### src/rtl/keypad_scanner.sv
// keypad_scanner: 4x4 scanned key matrix with per-key debounce and an event FIFO.
// One row is driven low per dwell period; columns are synchronized and sampled on
// the last dwell cycle. Committed key changes are queued for CPU readout.
// Optional feature macro: KEYPAD_RELEASE_EVT_EN (also queue release events).
module keypad_scanner #(
  parameter int SCAN_DIV       = 50000,
  parameter int DEBOUNCE_SCANS = 4,
  parameter int FIFO_DEPTH     = 8
) (
  input  logic                          o_clk,
  input  logic                          rst,
  output logic [3:0]                    row_n,
  input  logic [3:0]                    col_n,
  output logic                          key_valid,
  output logic [7:0]                    key_code,
  input  logic                          key_pop,
  output logic [$clog2(FIFO_DEPTH):0]   fifo_count,
  output logic                          overflow,
  input  logic                          ovf_clr,
  output logic [15:0]                   pressed
);

  localparam int CNT_W = $clog2(SCAN_DIV);
  localparam int PTR_W = $clog2(FIFO_DEPTH);
  localparam logic [CNT_W-1:0] CNT_LAST = CNT_W'(SCAN_DIV - 1);
  localparam logic [CNT_W-1:0] CNT_ONE  = CNT_W'(1);
  localparam logic [3:0]       DB_MAX   = 4'(DEBOUNCE_SCANS);
  localparam logic [PTR_W:0]   FULL_CNT = (PTR_W+1)'(FIFO_DEPTH);
  localparam logic [PTR_W:0]   CNT_INC  = (PTR_W+1)'(1);
  localparam logic [PTR_W-1:0] PTR_INC  = PTR_W'(1);

`ifdef KEYPAD_RELEASE_EVT_EN
  localparam logic REL_EVT = 1'b1;
`else
  localparam logic REL_EVT = 1'b0;
`endif

  // Scan and sampling state
  logic [3:0]       col_meta_r;
  logic [3:0]       col_sync_r;
  logic [CNT_W-1:0] dwell_cnt_r;
  logic [1:0]       row_r;
  logic [3:0]       row_n_r;
  logic             sample_s;
  logic [3:0]       key_down_s;
  logic [1:0]       row_nxt_s;

  // Debounce state
  logic [3:0]       db_r [16];
  logic [3:0]       db_nxt_s [16];
  logic [15:0]      pressed_r;
  logic [15:0]      pressed_nxt_s;
  logic [3:0]       pend_s;
  logic [1:0]       sel_s;
  logic             commit_s;
  logic             push_nxt_s;
  logic [7:0]       code_nxt_s;
  logic             push_r;
  logic [7:0]       push_code_r;

  // FIFO state
  logic [7:0]       mem_r [FIFO_DEPTH];
  logic [PTR_W-1:0] wr_ptr_r;
  logic [PTR_W-1:0] rd_ptr_r;
  logic [PTR_W-1:0] rd_ptr_nxt_s;
  logic [PTR_W:0]   count_r;
  logic [PTR_W:0]   count_nxt_s;
  logic             pop_s;
  logic             full_s;
  logic             wr_en_s;
  logic             drop_s;
  logic [7:0]       head_nxt_s;
  logic             key_valid_r;
  logic [7:0]       key_code_r;
  logic             overflow_r;

  assign sample_s   = (dwell_cnt_r == CNT_LAST);
  assign key_down_s = ~col_sync_r;
  assign row_nxt_s  = row_r + 2'd1;

  // Two-flop synchronizer for the asynchronous column inputs; idle level is high.
  always_ff @(posedge o_clk or negedge rst) begin
    if (!rst) begin
      col_meta_r <= 4'hF;
      col_sync_r <= 4'hF;
    end else begin
      col_meta_r <= col_n;
      col_sync_r <= col_meta_r;
    end
  end

  // Dwell counter and row sequencing; the row advances on the sample cycle.
  always_ff @(posedge o_clk or negedge rst) begin
    if (!rst) begin
      dwell_cnt_r <= '0;
      row_r       <= 2'd0;
      row_n_r     <= 4'b1110;
    end else if (sample_s) begin
      dwell_cnt_r <= '0;
      row_r       <= row_nxt_s;
      row_n_r     <= ~(4'b0001 << row_nxt_s);
    end else begin
      dwell_cnt_r <= dwell_cnt_r + CNT_ONE;
    end
  end

  // Per-key debounce update for the sampled row and lowest-column commit selection.
  always_comb begin
    db_nxt_s      = db_r;
    pressed_nxt_s = pressed_r;
    pend_s        = 4'b0000;
    sel_s         = 2'd0;
    commit_s      = 1'b0;
    push_nxt_s    = 1'b0;
    code_nxt_s    = 8'h00;
    if (sample_s) begin
      for (int c = 0; c < 4; c++) begin
        if (key_down_s[c] != pressed_r[{row_r, 2'(c)}]) begin
          if (db_r[{row_r, 2'(c)}] != DB_MAX) begin
            db_nxt_s[{row_r, 2'(c)}] = db_r[{row_r, 2'(c)}] + 4'd1;
          end else begin
            db_nxt_s[{row_r, 2'(c)}] = db_r[{row_r, 2'(c)}];
          end
        end else begin
          db_nxt_s[{row_r, 2'(c)}] = 4'd0;
        end
        pend_s[c] = (db_nxt_s[{row_r, 2'(c)}] == DB_MAX);
      end
      if (pend_s[0]) begin
        commit_s = 1'b1;
        sel_s    = 2'd0;
      end else if (pend_s[1]) begin
        commit_s = 1'b1;
        sel_s    = 2'd1;
      end else if (pend_s[2]) begin
        commit_s = 1'b1;
        sel_s    = 2'd2;
      end else if (pend_s[3]) begin
        commit_s = 1'b1;
        sel_s    = 2'd3;
      end else begin
        commit_s = 1'b0;
      end
      if (commit_s) begin
        pressed_nxt_s[{row_r, sel_s}] = ~pressed_r[{row_r, sel_s}];
        db_nxt_s[{row_r, sel_s}]      = 4'd0;
        push_nxt_s = ~pressed_r[{row_r, sel_s}] | REL_EVT;
        code_nxt_s = {~pressed_r[{row_r, sel_s}], 3'b000, row_r, sel_s};
      end else begin
        push_nxt_s = 1'b0;
      end
    end else begin
      commit_s = 1'b0;
    end
  end

  // Debounce counters, key map and the one-cycle event staging register.
  always_ff @(posedge o_clk or negedge rst) begin
    if (!rst) begin
      for (int i = 0; i < 16; i++) db_r[i] <= 4'd0;
      pressed_r   <= 16'h0000;
      push_r      <= 1'b0;
      push_code_r <= 8'h00;
    end else begin
      db_r        <= db_nxt_s;
      pressed_r   <= pressed_nxt_s;
      push_r      <= push_nxt_s;
      push_code_r <= code_nxt_s;
    end
  end

  assign pop_s   = key_pop && (count_r != '0);
  assign full_s  = (count_r == FULL_CNT);
  assign wr_en_s = push_r && (!full_s || pop_s);
  assign drop_s  = push_r && full_s && !pop_s;

  // FIFO next count/pointer and the next show-ahead head value.
  always_comb begin
    count_nxt_s  = count_r;
    rd_ptr_nxt_s = rd_ptr_r;
    head_nxt_s   = 8'h00;
    case ({wr_en_s, pop_s})
      2'b10:   count_nxt_s = count_r + CNT_INC;
      2'b01:   count_nxt_s = count_r - CNT_INC;
      default: count_nxt_s = count_r;
    endcase
    if (pop_s) begin
      rd_ptr_nxt_s = rd_ptr_r + PTR_INC;
    end else begin
      rd_ptr_nxt_s = rd_ptr_r;
    end
    // The entry being written this cycle bypasses storage when it becomes head.
    if (count_nxt_s == '0) begin
      head_nxt_s = 8'h00;
    end else if (wr_en_s && (wr_ptr_r == rd_ptr_nxt_s)) begin
      head_nxt_s = push_code_r;
    end else begin
      head_nxt_s = mem_r[rd_ptr_nxt_s];
    end
  end

  // FIFO storage array.
  always_ff @(posedge o_clk or negedge rst) begin
    if (!rst) begin
      for (int i = 0; i < FIFO_DEPTH; i++) mem_r[i] <= 8'h00;
    end else if (wr_en_s) begin
      mem_r[wr_ptr_r] <= push_code_r;
    end else begin
      mem_r <= mem_r;
    end
  end

  // FIFO pointers, count, registered head/valid and the sticky overflow flag.
  always_ff @(posedge o_clk or negedge rst) begin
    if (!rst) begin
      wr_ptr_r    <= '0;
      rd_ptr_r    <= '0;
      count_r     <= '0;
      key_valid_r <= 1'b0;
      key_code_r  <= 8'h00;
      overflow_r  <= 1'b0;
    end else begin
      if (wr_en_s) begin
        wr_ptr_r <= wr_ptr_r + PTR_INC;
      end else begin
        wr_ptr_r <= wr_ptr_r;
      end
      rd_ptr_r    <= rd_ptr_nxt_s;
      count_r     <= count_nxt_s;
      key_valid_r <= (count_nxt_s != '0);
      key_code_r  <= head_nxt_s;
      if (drop_s) begin
        overflow_r <= 1'b1;
      end else if (ovf_clr) begin
        overflow_r <= 1'b0;
      end else begin
        overflow_r <= overflow_r;
      end
    end
  end

  assign row_n      = row_n_r;
  assign key_valid  = key_valid_r;
  assign key_code   = key_code_r;
  assign fifo_count = count_r;
  assign overflow   = overflow_r;
  assign pressed    = pressed_r;

endmodule
### config.mk
export PLATFORM = sky130hd
export DESIGN_NAME = keypad_scanner
export DESIGN_NICKNAME = d
export VERILOG_FILES = /design/src/rtl/keypad_scanner.sv
export SDC_FILE = /design/constraint.sdc
export NUM_CORES = 1
export LEC_CHECK = 0
export ABC_AREA = 1
export ABC_CLOCK_PERIOD_IN_PS = 3400
export BUFFER_PORTS_ARGS = -buffer_cell sky130_fd_sc_hd__buf_2
export CAP_MARGIN = 20
export CELL_PAD_IN_SITES_DETAIL_PLACEMENT = 1
export CELL_PAD_IN_SITES_GLOBAL_PLACEMENT = 1
export CORE_ASPECT_RATIO = 1.4
export CORE_MARGIN = 2
export CORE_UTILIZATION = 41
export DETAILED_ROUTE_END_ITERATION = 6
export PLACE_DENSITY_LB_ADDON = 0.1
export SYNTH_ARGS = -nofsm -noshare
export SYNTH_HDL_FRONTEND = slang
export SYNTH_SLANG_ARGS = --single-unit
### constraint.sdc
create_clock -name o_clk -period 3.4 [get_ports o_clk]
set_clock_uncertainty 0.15 [all_clocks]
set_input_delay 0.51 -clock o_clk [delete_from_list [all_inputs] [get_ports o_clk]]
set_output_delay 0.51 -clock o_clk [all_outputs]
set_load 0.01 [all_outputs]
==> out/results.md <==
* finished, violations left — outcome
* negative setup slack — violated checks
* sky130_fd_sc_hd__dfrtp_2 — slowest cell on the critical path
* 5.402 — vias per inst
* 10430 um2 — summed instance area of the synthesized netlist
* 0 — count of endpoints failing hold in the final timing report
* 0 — max-capacitance violation count
* 1878 — count of placed standard cells including taps
* 5 — Detailed Routing Iterations Pass 1
* 11042 — vias in the first global route
* 192.7 um — die height
* 0.8693 — routability congestion estimate from global placement
* 8 — CP max FO
* 0 — synth warn
* 0.5593 — Rel. slew slack
* 0.45 ns — source-to-sink clock delay at the later pin of the worst-skew pair
* 4 — H-tree Lvls
* 25210 um2 — Core Area
* sky130_fd_sc_hd__clkbuf_16 — buffer type at the clock tree root
* 42 — ports placed on the boundary
* 0.6611 ns — transition time at the pin with the least slew margin
* reg -> reg — Critical Setup Path Class
* 0.2827 GHz — Fmax achieved
* 44 — number of library cell types mapped by synthesis
* 0.2770 — global-route total usage across every layer
* 75 — largest net degree at the start of global routing
* 3.78 ns — signal arrival time at the worst endpoint
* 0.5284 — core utilization of the finished layout
* 3.64 ns — CP required
* 19.09 um — WL per Instance
* 0 — count of flip-flops with a built-in enable after synthesis
* register — endpoint class of the critical path
* 7.052 um2 — average cell area after synthesis
* true — setup repair after global routing missed its margin
* 0 — initial antenna violation count
* 3.538 ns — minimum clock period
* 0 — DRC
* 2 — maximum number of buffers from clock root to sink
* 0 — max-slew violation count
* 0.3863 — area fraction of the dominant cell type after synthesis
* 58090 um — global-route wire length before repair
* register — sort of element at the start of the critical path
* 172 — register bit total from synthesis
* 1.000 — share of async-settable or async-resettable flops after synthesis
* sky130_fd_sc_hd__nand2_1 — most common cell after layout, fill and taps aside
* 0 — total global routing overflow
* 0.07 ns — Clock Pin Slew Worst Setup and Hold Paths
* sky130_fd_sc_hd__dfrtp_1 — top flip-flop cell by instance count after synthesis
* 0.006434 uW — LEAKAGE
* in -> reg — path category of the worst min-delay check
* 3224 — Layout fillers
* 0.2661 — fraction of final layout cells sized beyond drive strength 1
* 69 — number of placement rows
* sky130_fd_sc_hd__nand2_1 — cell type with the highest occurrence count on the critical path
* 38 — number of buffers inserted by port buffering
* 0.1191 ns — hold slack
* 138.8 um — Die X-Extent
* 1954 — final instance count without filler cells
* 10555 — Vias
* 506 x sky130_fd_sc_hd__nand2_1, 160 x sky130_fd_sc_hd__dfrtp_1, 127 x sky130_fd_sc_hd__nand3_1 — commonest non-fill, non-tap cells in the layout
* 27.72% — synth-to-layout area growth
* 25450 um — hpwl dp
* 0.47 ns — slowest cell delay on critical path
* 1649 — final-stage net count
* 26750 um2 — area of the die
* 406 — DRT iter0 DRCs
* 0.4137 — effective utilization at floorplan
* 0.4140 — share of synthesized area occupied by flip-flops and latches
* -0.1378 ns — final worst slack
* 1.041 — share of the cycle needed by the critical path after routing
* sky130_fd_sc_hd__dfrtp_1 39%, sky130_fd_sc_hd__nand2_1 20%, sky130_fd_sc_hd__nand3_1 7.2% — top cells by area in the synthesized netlist
* yes — TritonCTS clock tree
* 387.3 nW/um2 — cell area power density
* sky130_fd_sc_hd__dfrtp_1 — cell type with the highest aggregate area in the netlist
* 172 — Num Clock Sinks
* 0 — final antenna-violating net count
* 17 — final setup fails
* 17 — number of CTS-inserted buffers
* 1479 — instance count of the mapped netlist
* -2.091 ns — total negative slack for setup checks
* 0.3778 mV — highest ir drop seen on vdd
* 37310 um — wirelength, routed
* 0 — number of antenna diodes
==> state kept, by name, summed over array words and instances, names as in the netlist <==
register     flops
col_meta_r       4
col_sync_r       4
db_r            64
dwell_cnt_r     16
fifo_count       4
key_code         5
key_valid        1
mem_r           40
overflow         1
pressed         16
push_code_r      5
rd_ptr_r         3
row_n            4
row_r            2
wr_ptr_r         3
==> cells by family (layout without fill, tap and decap cells) <==
family                     Yosys count  after routing  share of synthesized area
and+or+nand+nor                    935            936                     0.3942
other                                1              3                  0.0003595
adders and majority gates           19             19                    0.02351
xor gates and xnor gates             9              9                   0.007558
buffers and inverters              195            348                    0.08206
DFF                                172            172                     0.4140
AOI/OAI and AO/OA                  148            148                    0.07834
==> Yosys cell counts, drive strengths merged, types with 2 or more instances <==
library cell  number
clkbuf            27
dfrtp            161
nand4              7
nand2            590
o31ai              8
nor3               4
nor2             138
dfstp             11
o22ai              3
nor4               5
clkinv             2
o21ai            104
nand3b             4
a31oi              7
a21oi             12
xor2               8
a21boi             5
nand3            179
inv              139
o211ai             5
ha                18
or2                7
a211oi             2
buf               27
==> layout make-up <==
type	instances	area [um2]	area share
Clock inverter	15	186.4	0.01399
Inverter	141	559.3	0.04198
Multi-Input combinational cell	1115	5974	0.4485
Timing Repair inverter	1	16.27	0.001221
Timing Repair Buffer	174	1441	0.1082
Tap cell	319	399.1	0.02996
Clock buffer	17	425.4	0.03193
Sequential cell	172	4319	0.3242
==> metrics by stage <==
step                cell area (um2)  power, uW  worst slack [ns]
detailed placement            11520       3100           -0.1289
finish                        13320       5160           -0.1378
global route                  13320       5398           -0.2595
CTS                           12750       5209         0.0009996
global placement              11520       3075           -0.1027
floorplan                     10440       2716            0.2071
==> final timing paths <==
| kind | startpoint | end | slack, ns | depth (start not counted) |
|---|---|---|---|---|
| max in group asynchronous | rst | col_meta_r[3]$_DFF_PN1_ | 1.74 | 3 |
| max reg2reg | row_r[0]$_DFFE_PN0N_ | pressed[10]$_DFFE_PN0P_ | -0.14 | 28 |
| min | ovf_clr | overflow$_DFFE_PN0P_ | 0.12 | 2 |
| max | row_r[0]$_DFFE_PN0N_ | pressed[10]$_DFFE_PN0P_ | -0.14 | 28 |
| min in group asynchronous | rst | dwell_cnt_r[7]$_DFF_PN0_ | 0.47 | 2 |
| min reg2reg | col_meta_r[2]$_DFF_PN1_ | col_sync_r[2]$_DFF_PN1_ | 0.21 | 0 |
==> where the power goes <==
part / switching, uW / internal [uW] / total [uW] / leakage [uW]
Clock: 925 / 1170 / 2090 / 0.000293
Sequential: 50.4 / 2130 / 2180 / 0.00227
Combinational: 572 / 316 / 888 / 0.00387
Total: 1550 / 3610 / 5160 / 0.00643
==> worst max-delay path, delay by kind of cell (launching register included) <==
kind | cells | cell delay (ns)
DFF | 1 | 0.47
and+or+nand+nor | 20 | 1.94
buffers and inverters | 7 | 0.76
adders and majority gates | 1 | 0.13
==> repair_timing <==
action                                  4_1_cts  5_1_grt
hold buffers                                  5        0
hold endpoints to repair                     75        0
cloned                                        4        0
gates resized for setup                      70      144
pin swaps                                    32       82
endpoints found under the setup margin       18       63
setup buffers                                22       15
==> routing by layer <==
layer / track usage / up-vias / share of wire
met2: 0.5307 / 194 / 0.54
met5: 0 / - / 0
met1: 0.2991 / 5273 / 0.39
met3: 0.03623 / 95 / 0.026
li1: - / 4993 / -
met4: 0.1364 / 0 / 0.045
(Power assumes the default switching activity.)
